## config.mk

```make
export PLATFORM = sky130hd
export DESIGN_NAME = sd_send
export DESIGN_NICKNAME = d
export VERILOG_FILES = /design/src/rtl/sd_send.sv
export SDC_FILE = /design/constraint.sdc
export NUM_CORES = 1
export LEC_CHECK = 0
export ABC_AREA = 1
export BUFFER_PORTS_ARGS = -buffer_cell sky130_fd_sc_hd__buf_4
export CAP_MARGIN = 40
export CORE_UTILIZATION = 46
export DETAILED_ROUTE_END_ITERATION = 6
export PLACE_DENSITY_LB_ADDON = 0.2
export SLEW_MARGIN = 25
export SYNTH_ARGS = -nofsm -noshare
export SYNTH_HDL_FRONTEND = slang
export SYNTH_SLANG_ARGS = --single-unit
```

## constraint.sdc

```tcl
create_clock -name sd_clk -period 5 [get_ports sd_clk]
set_input_delay 1 -clock sd_clk [delete_from_list [all_inputs] [get_ports sd_clk]]
set_output_delay 1 -clock sd_clk [all_outputs]
set_load 0.005 [all_outputs]
```

## src/rtl/sd_send.sv

```systemverilog
// SD-bus command transmitter: latches a 38-bit command body, computes its CRC7
// serially, then shifts the 48-bit command token out MSB first on the CMD line.

module sd_crc7 (
    input  logic        clk,
    input  logic        reset,
    input  logic        start,
    input  logic [39:0] data,
    output logic [6:0]  crc,
    output logic        last,
    output logic        ready
);

    logic [5:0] index;
    logic       busy;

    function automatic logic [6:0] crc7_step(input logic [6:0] c, input logic din);
        logic fb;
        fb = din ^ c[6];
        return {c[5:0], 1'b0} ^ (fb ? 7'b0001001 : 7'b0000000);
    endfunction

    // The start edge consumes bit 39 from a zero seed, so the 40 bits occupy 40 edges.
    always_ff @(posedge clk or posedge reset) begin
        if (reset) begin
            crc   <= 7'd0;
            index <= 6'd39;
            busy  <= 1'b0;
            ready <= 1'b0;
        end else if (start) begin
            crc   <= crc7_step(7'd0, data[39]);
            index <= 6'd38;
            busy  <= 1'b1;
            ready <= 1'b0;
        end else if (busy) begin
            crc <= crc7_step(crc, data[index]);
            if (index == 6'd0) begin
                busy  <= 1'b0;
                ready <= 1'b1;
                index <= 6'd39;
            end else begin
                index <= index - 6'd1;
            end
        end
    end

    assign last = busy && (index == 6'd0);

endmodule

module sd_tx (
    input  logic        clk,
    input  logic        reset,
    input  logic        load,
    input  logic [47:0] token,
    output logic        sending,
    output logic        sd_cmd,
    output logic        done
);

    logic [5:0] index;
    logic       busy;

    always_ff @(posedge clk or posedge reset) begin
        if (reset) begin
            index   <= 6'd0;
            busy    <= 1'b0;
            sending <= 1'b0;
            sd_cmd  <= 1'b1;
        end else if (load) begin
            index   <= 6'd47;
            busy    <= 1'b1;
            sending <= 1'b0;
            sd_cmd  <= 1'b1;
        end else if (busy) begin
            sending <= 1'b1;
            sd_cmd  <= token[index];
            if (index == 6'd0)
                busy <= 1'b0;
            else
                index <= index - 6'd1;
        end else begin
            sending <= 1'b0;
            sd_cmd  <= 1'b1;
        end
    end

    // High for the one cycle after the final bit has been driven.
    assign done = sending && !busy;

endmodule

module sd_send (
    input  logic        ex_clk,
    input  logic        sd_clk,
    input  logic        reset,
    input  logic        send_en,
    input  logic [37:0] cmd_content,
    output logic        sending,
    output logic        sd_cmd,
    output logic [3:0]  sd_dat
);

    typedef enum logic [2:0] {IDLE, CRC, LOAD, SEND, DONE} state_t;

    state_t      PS, PS_nxt;
    logic        crc_load, crc_load_nxt;
    logic        body_en, tx_load;
    logic [37:0] cmd_body;
    logic [6:0]  cmd_crc;
    logic        crc_ready, crc_last;
    logic [47:0] cmd_token;
    logic        tx_done;
    logic        unused_ex_clk;

    assign unused_ex_clk = ex_clk;
    assign sd_dat        = 4'hF;

    always_ff @(posedge sd_clk or posedge reset) begin
        if (reset) begin
            PS        <= IDLE;
            crc_load  <= 1'b0;
            cmd_token <= 48'd0;
        end else begin
            PS       <= PS_nxt;
            crc_load <= crc_load_nxt;
            if (tx_load)
                cmd_token <= {1'b0, 1'b1, cmd_body, cmd_crc, 1'b1};
        end
    end

    always_ff @(posedge sd_clk) begin
        if (body_en)
            cmd_body <= cmd_content;
    end

    always_comb begin
        PS_nxt       = PS;
        crc_load_nxt = 1'b0;
        body_en      = 1'b0;
        tx_load      = 1'b0;
        case (PS)
            IDLE: if (send_en) begin
                body_en      = 1'b1;
                crc_load_nxt = 1'b1;
                PS_nxt       = CRC;
            end
            CRC:  if (crc_last) PS_nxt = LOAD;
            LOAD: begin
                tx_load = 1'b1;
                PS_nxt  = SEND;
            end
            SEND: if (tx_done) PS_nxt = DONE;
            DONE: if (!send_en) PS_nxt = IDLE;
            default: PS_nxt = IDLE;
        endcase
    end

    sd_crc7 crc_gen (
        .clk   (sd_clk),
        .reset (reset),
        .start (crc_load),
        .data  ({2'b01, cmd_body}),
        .crc   (cmd_crc),
        .last  (crc_last),
        .ready (crc_ready)
    );

    sd_tx transmitter (
        .clk     (sd_clk),
        .reset   (reset),
        .load    (tx_load),
        .token   (cmd_token),
        .sending (sending),
        .sd_cmd  (sd_cmd),
        .done    (tx_done)
    );

endmodule

```

* Word level (Yosys, flattened, before mapping)
Cells that the tools add are included.
** Word-level totals
- Word-level logic and storage cells :: 67
- Output and inout port bits :: 6
- Bits in registers :: 112
- Bits of input ports :: 42
** Cells by class
- Equality and inequality tests :: 9
- Bitwise operators :: 2
- $lt $le $gt $ge :: 2
- Reductions and logical operators :: 10
- Multiplexer cells :: 31
- $add $sub $neg :: 2
** Operators with widths (number)
- $mux 6 :: 6
- $mux 1 :: 15
- $pmux 3 s5 :: 1
- $lt 6x7->1 const B :: 2
- $mux 7 :: 2
- $bmux 1 s6 :: 2
- $logic_not 6->1 :: 2
- $mux 3 :: 4
- $sub 6x1->6 const B :: 2
- $xor 7x7->7 :: 1
- $eq 3x2->1 const B :: 2
- $ne 2x1->1 const B :: 3
- $mux 4 :: 1
- $ne 2x2->1 const B :: 2
- $reduce_and 4->1 :: 1
- $reduce_bool 2->1 :: 2
- $eq 3x1->1 const B :: 1
- $eq 3x3->1 const B :: 1
- $logic_not 3->1 :: 1
- $logic_and 1x1->1 :: 2
- $reduce_and 2->1 :: 1
- $logic_not 1->1 :: 1
- $xor 1x1->1 :: 1

* Logic depth before layout (Yosys ltp)
Gate-level depths: netlist of run 1.
- Word-level depth :: 7
- Mapped depth :: 15
- Depth with buffers taken out :: 14

* Modules after synthesis
From an unflattened synthesis of run 1, not the netlist that was laid out.
** Second synthesis, totals
- Cell total of the unflattened synthesis :: 655
- Area total of the unflattened synthesis :: 5462.7 um^2
** Modules (own cells, without submodules)
- sd_send :: instances 1, sequential area each 2392.3 um^2, cells an instance 271, area each 3241.9 um^2
- sd_crc7 :: instances 1, sequential area each 380.4 um^2, cells an instance 203, area each 1216.2 um^2
- sd_tx :: instances 1, sequential area each 226.5 um^2, cells an instance 181, area each 1004.7 um^2

* Worst setup path after synthesis of run 1
Ideal clock, no wire load.
- Path kind :: input -> register
- From :: in send_en
- To :: reg cmd_body[0] (enable)
- Library setup time :: 482 ps
- Path slack :: 802 ps
- Arrival :: 3715 ps
- Path buffers :: 0
- Cell stages on the path :: 2
- Data required time :: 4518 ps
- Cells stage by stage :: inv_1 nor3_1
** On the way
- Longest elaborated chain between the ends :: 2
** Ends and longest elaborated chain
- from (decl) :: line 97 : input logic send_en,
- $mux 1 :: line 143 : IDLE: if (send_en) begin
- $mux 1 :: line 142 : case (PS)
- via body_en :: line 108 : logic body_en, tx_load;
- to (signal assigned) :: line 134 : cmd_body <= cmd_content;
- to (decl) :: line 109 : logic [37:0] cmd_body;
The timed path passes the listed nets, and every way through them passes these cells.
A chain may end at the register's enable or synchronous reset.

* Worst setup path after layout of run 1
- From :: reg transmitter.index[1]
- To :: reg transmitter.index[5]
** On the way
- Longest elaborated chain between the ends :: 4
- Elaborated cells between the ends (all ways) :: 7
- Those cells by class :: 1 x add/sub; 1 x eq/ne; 3 x mux; 2 x reduce/logical
** Ends and longest elaborated chain
- from (decl) :: line 61 : logic [5:0] index;
- from (signal assigned) :: line 81 : index <= index - 6'd1;
- $sub 6x1->6 :: line 81
- $mux 6 :: line 78 : if (index == 6'd0)
- $mux 6 :: line 75 : end else if (busy) begin
- $mux 6 :: line 70 : end else if (load) begin
Several ways; a longest one is shown, not always the timed one. The select of a mux whose other input is x is not followed.

==> flow_summary_export.csv, run 1 <==
group,metric,value,unit
drt,vias,3839,
drt,top_layer,"met4",
critical_path,rr_endpoint,"transmitter.index[5]$_DFFE_PP0P_",
timing,finalHoldViolCount,0,
cts,cts_tree,"built",
final_layout,fin_area,0.00564,sq mm
final_layout,drive_above_1_share,13.5,%
synthesis,yosys-top-cells-count,"nand2_1, dfrtp_1, inv_1",
synthesis,yosysUniqueCellTypes,34,
grt,grt_pass1_wl,18.3,mm
drt,first_pass_iters,5,
timing,fmax,430,MHz
placed_design,place_area,0.00542,sq mm
final_layout,fill_cells,945,
floorplanning,core.rowCount,37,
timing,setup_viol,0,
grt,grt_pass1_vias,3716,
final_layout,synthToLayoutAreaGrowth,11.8,%
drt,met3WireLength,519,microns
placed_design,hpwl,7.19,mm
min_path,hp-class,"reg2reg",
drt,via_per_inst,5.23,
timing,finalCriticalPeriod,2.33,ns
drt,drtIter0Drc,269,
outcome,outcome,"completed",
floorplanning,die_w,107,microns
timing,finClkSkew,0.0116,ns
floorplanning,core,0.0105,sq mm
synthesis,postSynthAreaPerCell,9.03,sq um
placed_design,post-place-ws,2.69,ns
timing,slew_violations,0,
timing,period_share,46.5,%
critical_path,critical_path.max_fanout,22,
cts,postCtsHoldBufs,0,
cts,clkSinkCount,111,
critical_path,rrSetupSlack,2.67,ns
timing,slew_headroom,46.1,%
cts,h-tree-depth,3,
synthesis,synth_area_leader_cell,"dfrtp_1",
final_layout,num-nets-final,639,
pwr,power.density,607,mW/mm^2
grt,grt_max_degree,51,
cts,clock_latency,0.37,ns
synthesis,synth-seq-area-share,58.9,%
cts,clkTransAtPathRegs,0.11,ns
timing,finalHoldWorstSlack,0.479,ns
pwr,vdd_ir_drop_max,0.000258,V
synthesis,yosys-top-cells-area,"dfrtp_1, edfxtp_1, nand2_1, o21ai_0, inv_1",
cts,post_cts_buffers,0,
critical_path,startpoint_type,"flip-flop",
cts,clockRootBuffer,"clkbuf_8",
timing,fin_ws,2.67,ns
placed_design,gp_congestion,0.882,
synthesis,synth_seq_cells,111,
synthesis,syn_area,0.00505,sq mm
final_layout,antenna_cells,0,
grt,grt.total_usage,20.7,%
timing,finalSetupTns,0,ns
synthesis,synth_ff_type,"dfrtp_1",
critical_path,r2r_cells,10,
pwr,power,3.42,mW
cts,cts_buffers,9,
final_layout,layout.cells.non_filler,734,
drt,wl_per_cell,14.6,microns
critical_path,crit_type,"reg2reg",
drt,ant_nets,0,
drt,wl_met1,5.04,mm
drt,routed_wl,10.7,mm
grt,grt_overflow,0,
floorplanning,die_area,0.0114,sq mm
synthesis,synth_warnings,0,
min_path,holdPathStages,2,
grt,antenna_found_initial,0,
critical_path,crit_path_end_kind,"flip-flop",
placed_design,port_buffers,42,
pwr,leakage,2.61,nW
timing,worst_pin_slew,0.808,ns
synthesis,ys_async_sr_fraction,65.8,%
drt,drt_drc_violations_left,0,
floorplanning,initial_core_util,48.2,%
job,cap_violations,0,
critical_path,r2r_start,"transmitter.index[1]$_DFFE_PP0P_",
critical_path,endpoint,"transmitter.index[5]$_DFFE_PP0P_",
drt,wl_met2,5.02,mm
floorplanning,die_h,107,microns
synthesis,synth_top_area_share,33.7,%
cts,ctsResizeCount,0,
synthesis,synth_enable_flop_cells,38,
synthesis,yosys.cell_count.top_type,"nand2_1",
final_layout,final_util,53.9,%
timing,rsz0062_at_grt,"no",
placed_design,placed_cells,717,
critical_path,crit_required,5.24,ns
critical_path,cp-startpoint,"transmitter.index[1]$_DFFE_PP0P_",
cts,cts_buffer_depth,2,
floorplanning,ios,48,
critical_path,cp.arrival,2.57,ns
synthesis,syn_inst,559,
## final cells by class
class | instances | area, sq um | area share, %
sequential | 111 | 2970 | 52.7
multi-input combinational | 355 | 1660 | 29.5
timing repair buffer | 48 | 368 | 6.52
inverter | 68 | 263 | 4.66
tap | 136 | 170 | 3.02
clock buffer | 10 | 128 | 2.26
clock inverter | 6 | 73.8 | 1.31
## routing by layer
layer	up-vias	GRT usage, %
met5	-	0
met4	0	6.46
met3	12	3.71
met2	117	31.9
met1	1829	29.9
li1	1881	-
## cells in the final DEF (no fill, tap or decap), types with 2 or more instances in the layout
cell	count
o211ai_1	5
clkbuf_8	9
buf_4	47
nand2_1	137
nand3_1	41
a31oi_1	2
nand4_1	3
ha_1	4
inv_6	6
xor2_1	2
dfstp_2	5
nor2_1	43
conb_1	4
inv_1	65
dfrtp_1	68
o22ai_1	9
nor3_1	2
o21ai_0	65
nand2_2	3
a21oi_1	17
edfxtp_1	38
nand3_2	3
o21ai_1	6
## critical path: stages, from the launching register on
cell and delay, ns:
dfrtp_1 0.87, inv_1 0.30, ha_1 0.27, nand4_1 0.08, nand2_1 0.06, inv_1 0.09
nand3_1 0.10, nor2_1 0.16, inv_1 0.06, o21ai_0 0.14, nand3_1 0.08
## state kept, by name (all words and copies together), names as in the netlist
signal,flops
crc_gen.busy,1
transmitter.index,6
transmitter.sending,1
crc_load,1
transmitter.sd_cmd,1
crc_gen.crc,7
cmd_body,38
crc_gen.index,6
cmd_token,46
PS,3
transmitter.busy,1
## worst min path at each step
stage	from	end	slack [ns]
finish	cmd_token[40]$_DFFE_PP0P_	cmd_token[40]$_DFFE_PP0P_	0.48
global route	cmd_token[7]$_DFFE_PP0P_	cmd_token[7]$_DFFE_PP0P_	0.50
CTS	cmd_token[40]$_DFFE_PP0P_	cmd_token[40]$_DFFE_PP0P_	0.48
detailed placement	cmd_token[40]$_DFFE_PP0P_	cmd_token[40]$_DFFE_PP0P_	0.46
global placement	cmd_token[16]$_DFFE_PP0P_	cmd_token[16]$_DFFE_PP0P_	0.45
floorplan	cmd_token[16]$_DFFE_PP0P_	cmd_token[16]$_DFFE_PP0P_	0.44
## cells by family (layout without fill, tap and decap cells)
| group | Yosys count | in the layout | synth area share [%] |
|---|---|---|---|
| AOI/OAI and AO/OA | 110 | 110 | 11.9 |
| xor gates and xnor gates | 2 | 2 | 0.347 |
| adders and majority gates | 4 | 4 | 0.992 |
| buffers and inverters | 96 | 132 | 8.48 |
| DFF | 111 | 111 | 58.9 |
| other | 1 | 4 | 0.0743 |
| and+or+nand+nor | 235 | 235 | 19.3 |
## power breakdown
part / switching, mW / leakage (nW) / internal, mW
Clock: 0.314 / 0.103 / 0.242
Combinational: 0.860 / 1.27 / 0.470
Sequential: 0.258 / 1.23 / 1.28
(Power assumes the default switching activity.)
==> inputs of run 2 (changes only) <==
--- a/config.mk
+++ b/config.mk
@@ -5,7 +5,7 @@
 export SDC_FILE = /design/constraint.sdc
 export NUM_CORES = 1
 export LEC_CHECK = 0
-export ABC_AREA = 1
+export ABC_AREA = 0
 export BUFFER_PORTS_ARGS = -buffer_cell sky130_fd_sc_hd__buf_4
 export CAP_MARGIN = 40
 export CORE_UTILIZATION = 46
==> constraint.sdc (replaced) <==
create_clock -name sd_clk -period 2.4 [get_ports sd_clk]
set_input_delay 0.48 -clock sd_clk [delete_from_list [all_inputs] [get_ports sd_clk]]
set_output_delay 0.48 -clock sd_clk [all_outputs]
set_load 0.005 [all_outputs]
==> flow_summary_export.csv, run 2 <==
group,metric,value,unit
placed_design,place_area,0.00538,sq mm
synthesis,synth_seq_cells,111,
final_layout,final_common_cell,"nand2_1",
synthesis,synth_area_leader_cell,"dfrtp_1",
cts,clock_latency,0.38,ns
cts,clockRootBuffer,"clkbuf_8",
drt,first_pass_iters,4,
final_layout,layout_common_cells,"nand2_1, dfrtp_1, buf_4",
grt,grt_pass1_vias,3152,
final_layout,drive_above_1_share,18.6,%
critical_path,critical_path.max_fanout,13,
timing,fmax,451,MHz
cts,cts_buffer_depth,2,
critical_path,cp.arrival,2.51,ns
drt,ant_nets,0,
timing,worst_pin_slew,0.553,ns
synthesis,ys_async_sr_fraction,65.8,%
pwr,leakage,2.58,nW
cts,clkTransAtPathRegs,0.10,ns
cts,postCtsHoldBufs,0,
synthesis,yosys-top-cells-count,"nand2_1, dfrtp_1, edfxtp_1",
grt,grt_max_degree,74,
placed_design,hpwl,6.38,mm
floorplanning,core,0.0103,sq mm
synthesis,syn_inst,440,
floorplanning,core.rowCount,37,
final_layout,largest_reg_flops,46,
synthesis,synth_enable_flop_cells,38,
placed_design,port_buffers,42,
synthesis,synth_warnings,0,
drt,wl_per_cell,15.2,microns
floorplanning,initial_core_util,47.6,%
timing,slew_headroom,63.1,%
drt,drtIter0Drc,139,
cts,cts_buffers,9,
final_layout,antenna_cells,0,
timing,period_share,92.4,%
final_layout,num-nets-final,525,
cts,post_cts_buffers,0,
synthesis,yosysUniqueCellTypes,38,
timing,finalSetupTns,0,ns
drt,routed_wl,9.44,mm
timing,setup_viol,0,
floorplanning,ios,48,
final_layout,synthToLayoutAreaGrowth,13.3,%
critical_path,crit_required,2.69,ns
synthesis,synth-seq-area-share,60.5,%
grt,grt.total_usage,18.8,%
timing,rsz0062_at_grt,"no",
final_layout,largest-register,"cmd_token",
outcome,outcome,"completed",
final_layout,fin_area,0.00557,sq mm
synthesis,syn_area,0.00492,sq mm
job,cap_violations,0,
critical_path,startpoint_type,"flip-flop",
pwr,power.density,1030,mW/mm^2
cts,h-tree-depth,3,
synthesis,yosys-top-cells-area,"dfrtp_1, edfxtp_1, nand2_1, mux4_2, mux2i_1",
final_layout,reg_top3,"cmd_token: 46 flops, cmd_body: 38 flops, crc_gen.crc: 7 flops",
drt,drt_drc_violations_left,0,
critical_path,crit_type,"reg2reg",
synthesis,postSynthAreaPerCell,11.2,sq um
critical_path,crit_path_end_kind,"flip-flop",
floorplanning,die_area,0.0111,sq mm
cts,clkSinkCount,111,
grt,grt_overflow,0,
synthesis,synth_ff_type,"dfrtp_1",
pwr,vdd_ir_drop_max,0.000549,V
drt,vias,3122,
floorplanning,die_h,105,microns
drt,via_per_inst,5.04,
synthesis,synth_top_area_share,34.6,%
grt,grt_pass1_wl,15.8,mm
floorplanning,die_w,105,microns
timing,slew_violations,0,
placed_design,gp_congestion,0.811,
synthesis,yosys.cell_count.top_type,"nand2_1",
min_path,hp-class,"in2async",
timing,finClkSkew,0.0110,ns
cts,ctsResizeCount,0,
cts,cts_tree,"built",
timing,finalCriticalPeriod,2.22,ns
grt,antenna_found_initial,0,
timing,finalHoldViolCount,0,
[run 2: cell types whose count changed in the layout (fill, tap and decap cells not counted), sizes merged, moves of 23 or more]
cell   previous run  this run
nor2             44        20
nand3            44        13
mux2i             0        23
o21ai            72         6
inv              73         7
[run 2: final timing paths]
path	cells past startpoint	startpoint	end	slack (ns)
setup / recovery	8	crc_gen.index[1]$_DFFE_PP1P_	crc_gen.crc[3]$_DFFE_PP0P_	0.18
hold / removal	3	reset	cmd_token[5]$_DFFE_PP0P_	0.17
setup reg to reg	8	crc_gen.index[1]$_DFFE_PP1P_	crc_gen.crc[3]$_DFFE_PP0P_	0.18
hold reg to reg	2	cmd_body[20]$_DFFE_PP_	cmd_token[28]$_DFFE_PP0P_	0.48
max in group asynchronous	3	reset	transmitter.sd_cmd$_DFF_PP1_	1.87
min in group sd_clk	1	cmd_content[13]	cmd_body[13]$_DFFE_PP_	0.27
[run 2: area by class of cell]
type | instances | area, sq um
clock buffers | 10 | 128
clock inverters | 6 | 67.6
fillers | 907 | 4750
inverters | 5 | 18.8
multi-input cells | 299 | 1800
flip-flops and latches | 111 | 2970
well taps | 136 | 170
repair buffers | 53 | 410
[run 2: per-stage QoR]
| stage | total power [mW] | hold slack, ns | util, % | instances | setup slack, ns |
|---|---|---|---|---|---|
| global route | 6.15 | 0.202 | 54.0 | 620 | 0.0182 |
| CTS | 5.81 | 0.187 | 54.0 | 620 | 0.160 |
| floorplan | 4.20 | 0.432 | - | 443 | 0.0750 |
| global placement | 4.62 | 0.453 | 52.1 | 604 | 0.259 |
| finish | 5.73 | 0.175 | 54.0 | 620 | 0.182 |
| detailed placement | 4.69 | 0.457 | 52.1 | 604 | 0.180 |
[run 2: cells by family after synthesis]
group | share of synthesized area (%)
muxes | 11.6
adders and majority gates | 1.02
xor gates and xnor gates | 1.55
DFF | 60.5
buffers and inverters | 3.21
other | 0.0763
and+or+nand+nor | 18.6
AOI/OAI and AO/OA | 3.54
[run 2: power by group]
part           internal, mW  switching (mW)
Clock                 0.489           0.619
Combinational         0.903           0.916
Sequential             2.44           0.367
[run 2: critical path, cell delays in order, from the launching register on]
cell      delay [ns]
dfstp_2         0.54
buf_4           0.22
mux2i_1         0.28
a21oi_1         0.10
nand3_1         0.10
nand4_1         0.16
o21ai_0         0.23
xor3_1          0.26
a211oi_1        0.23
[run 2: routing by layer]
metal / part of all wire, % / GRT usage [%] / routed length [microns] / vias to the layer above
met1: 47 / 25.9 / 4410 / 1492
li1: - / - / - / 1555
met3: 4.8 / 4.64 / 454 / 11
met5: 0 / 0 / 0 / -
met2: 47 / 29.5 / 4470 / 64
met4: 1.1 / 5.94 / 100 / 0
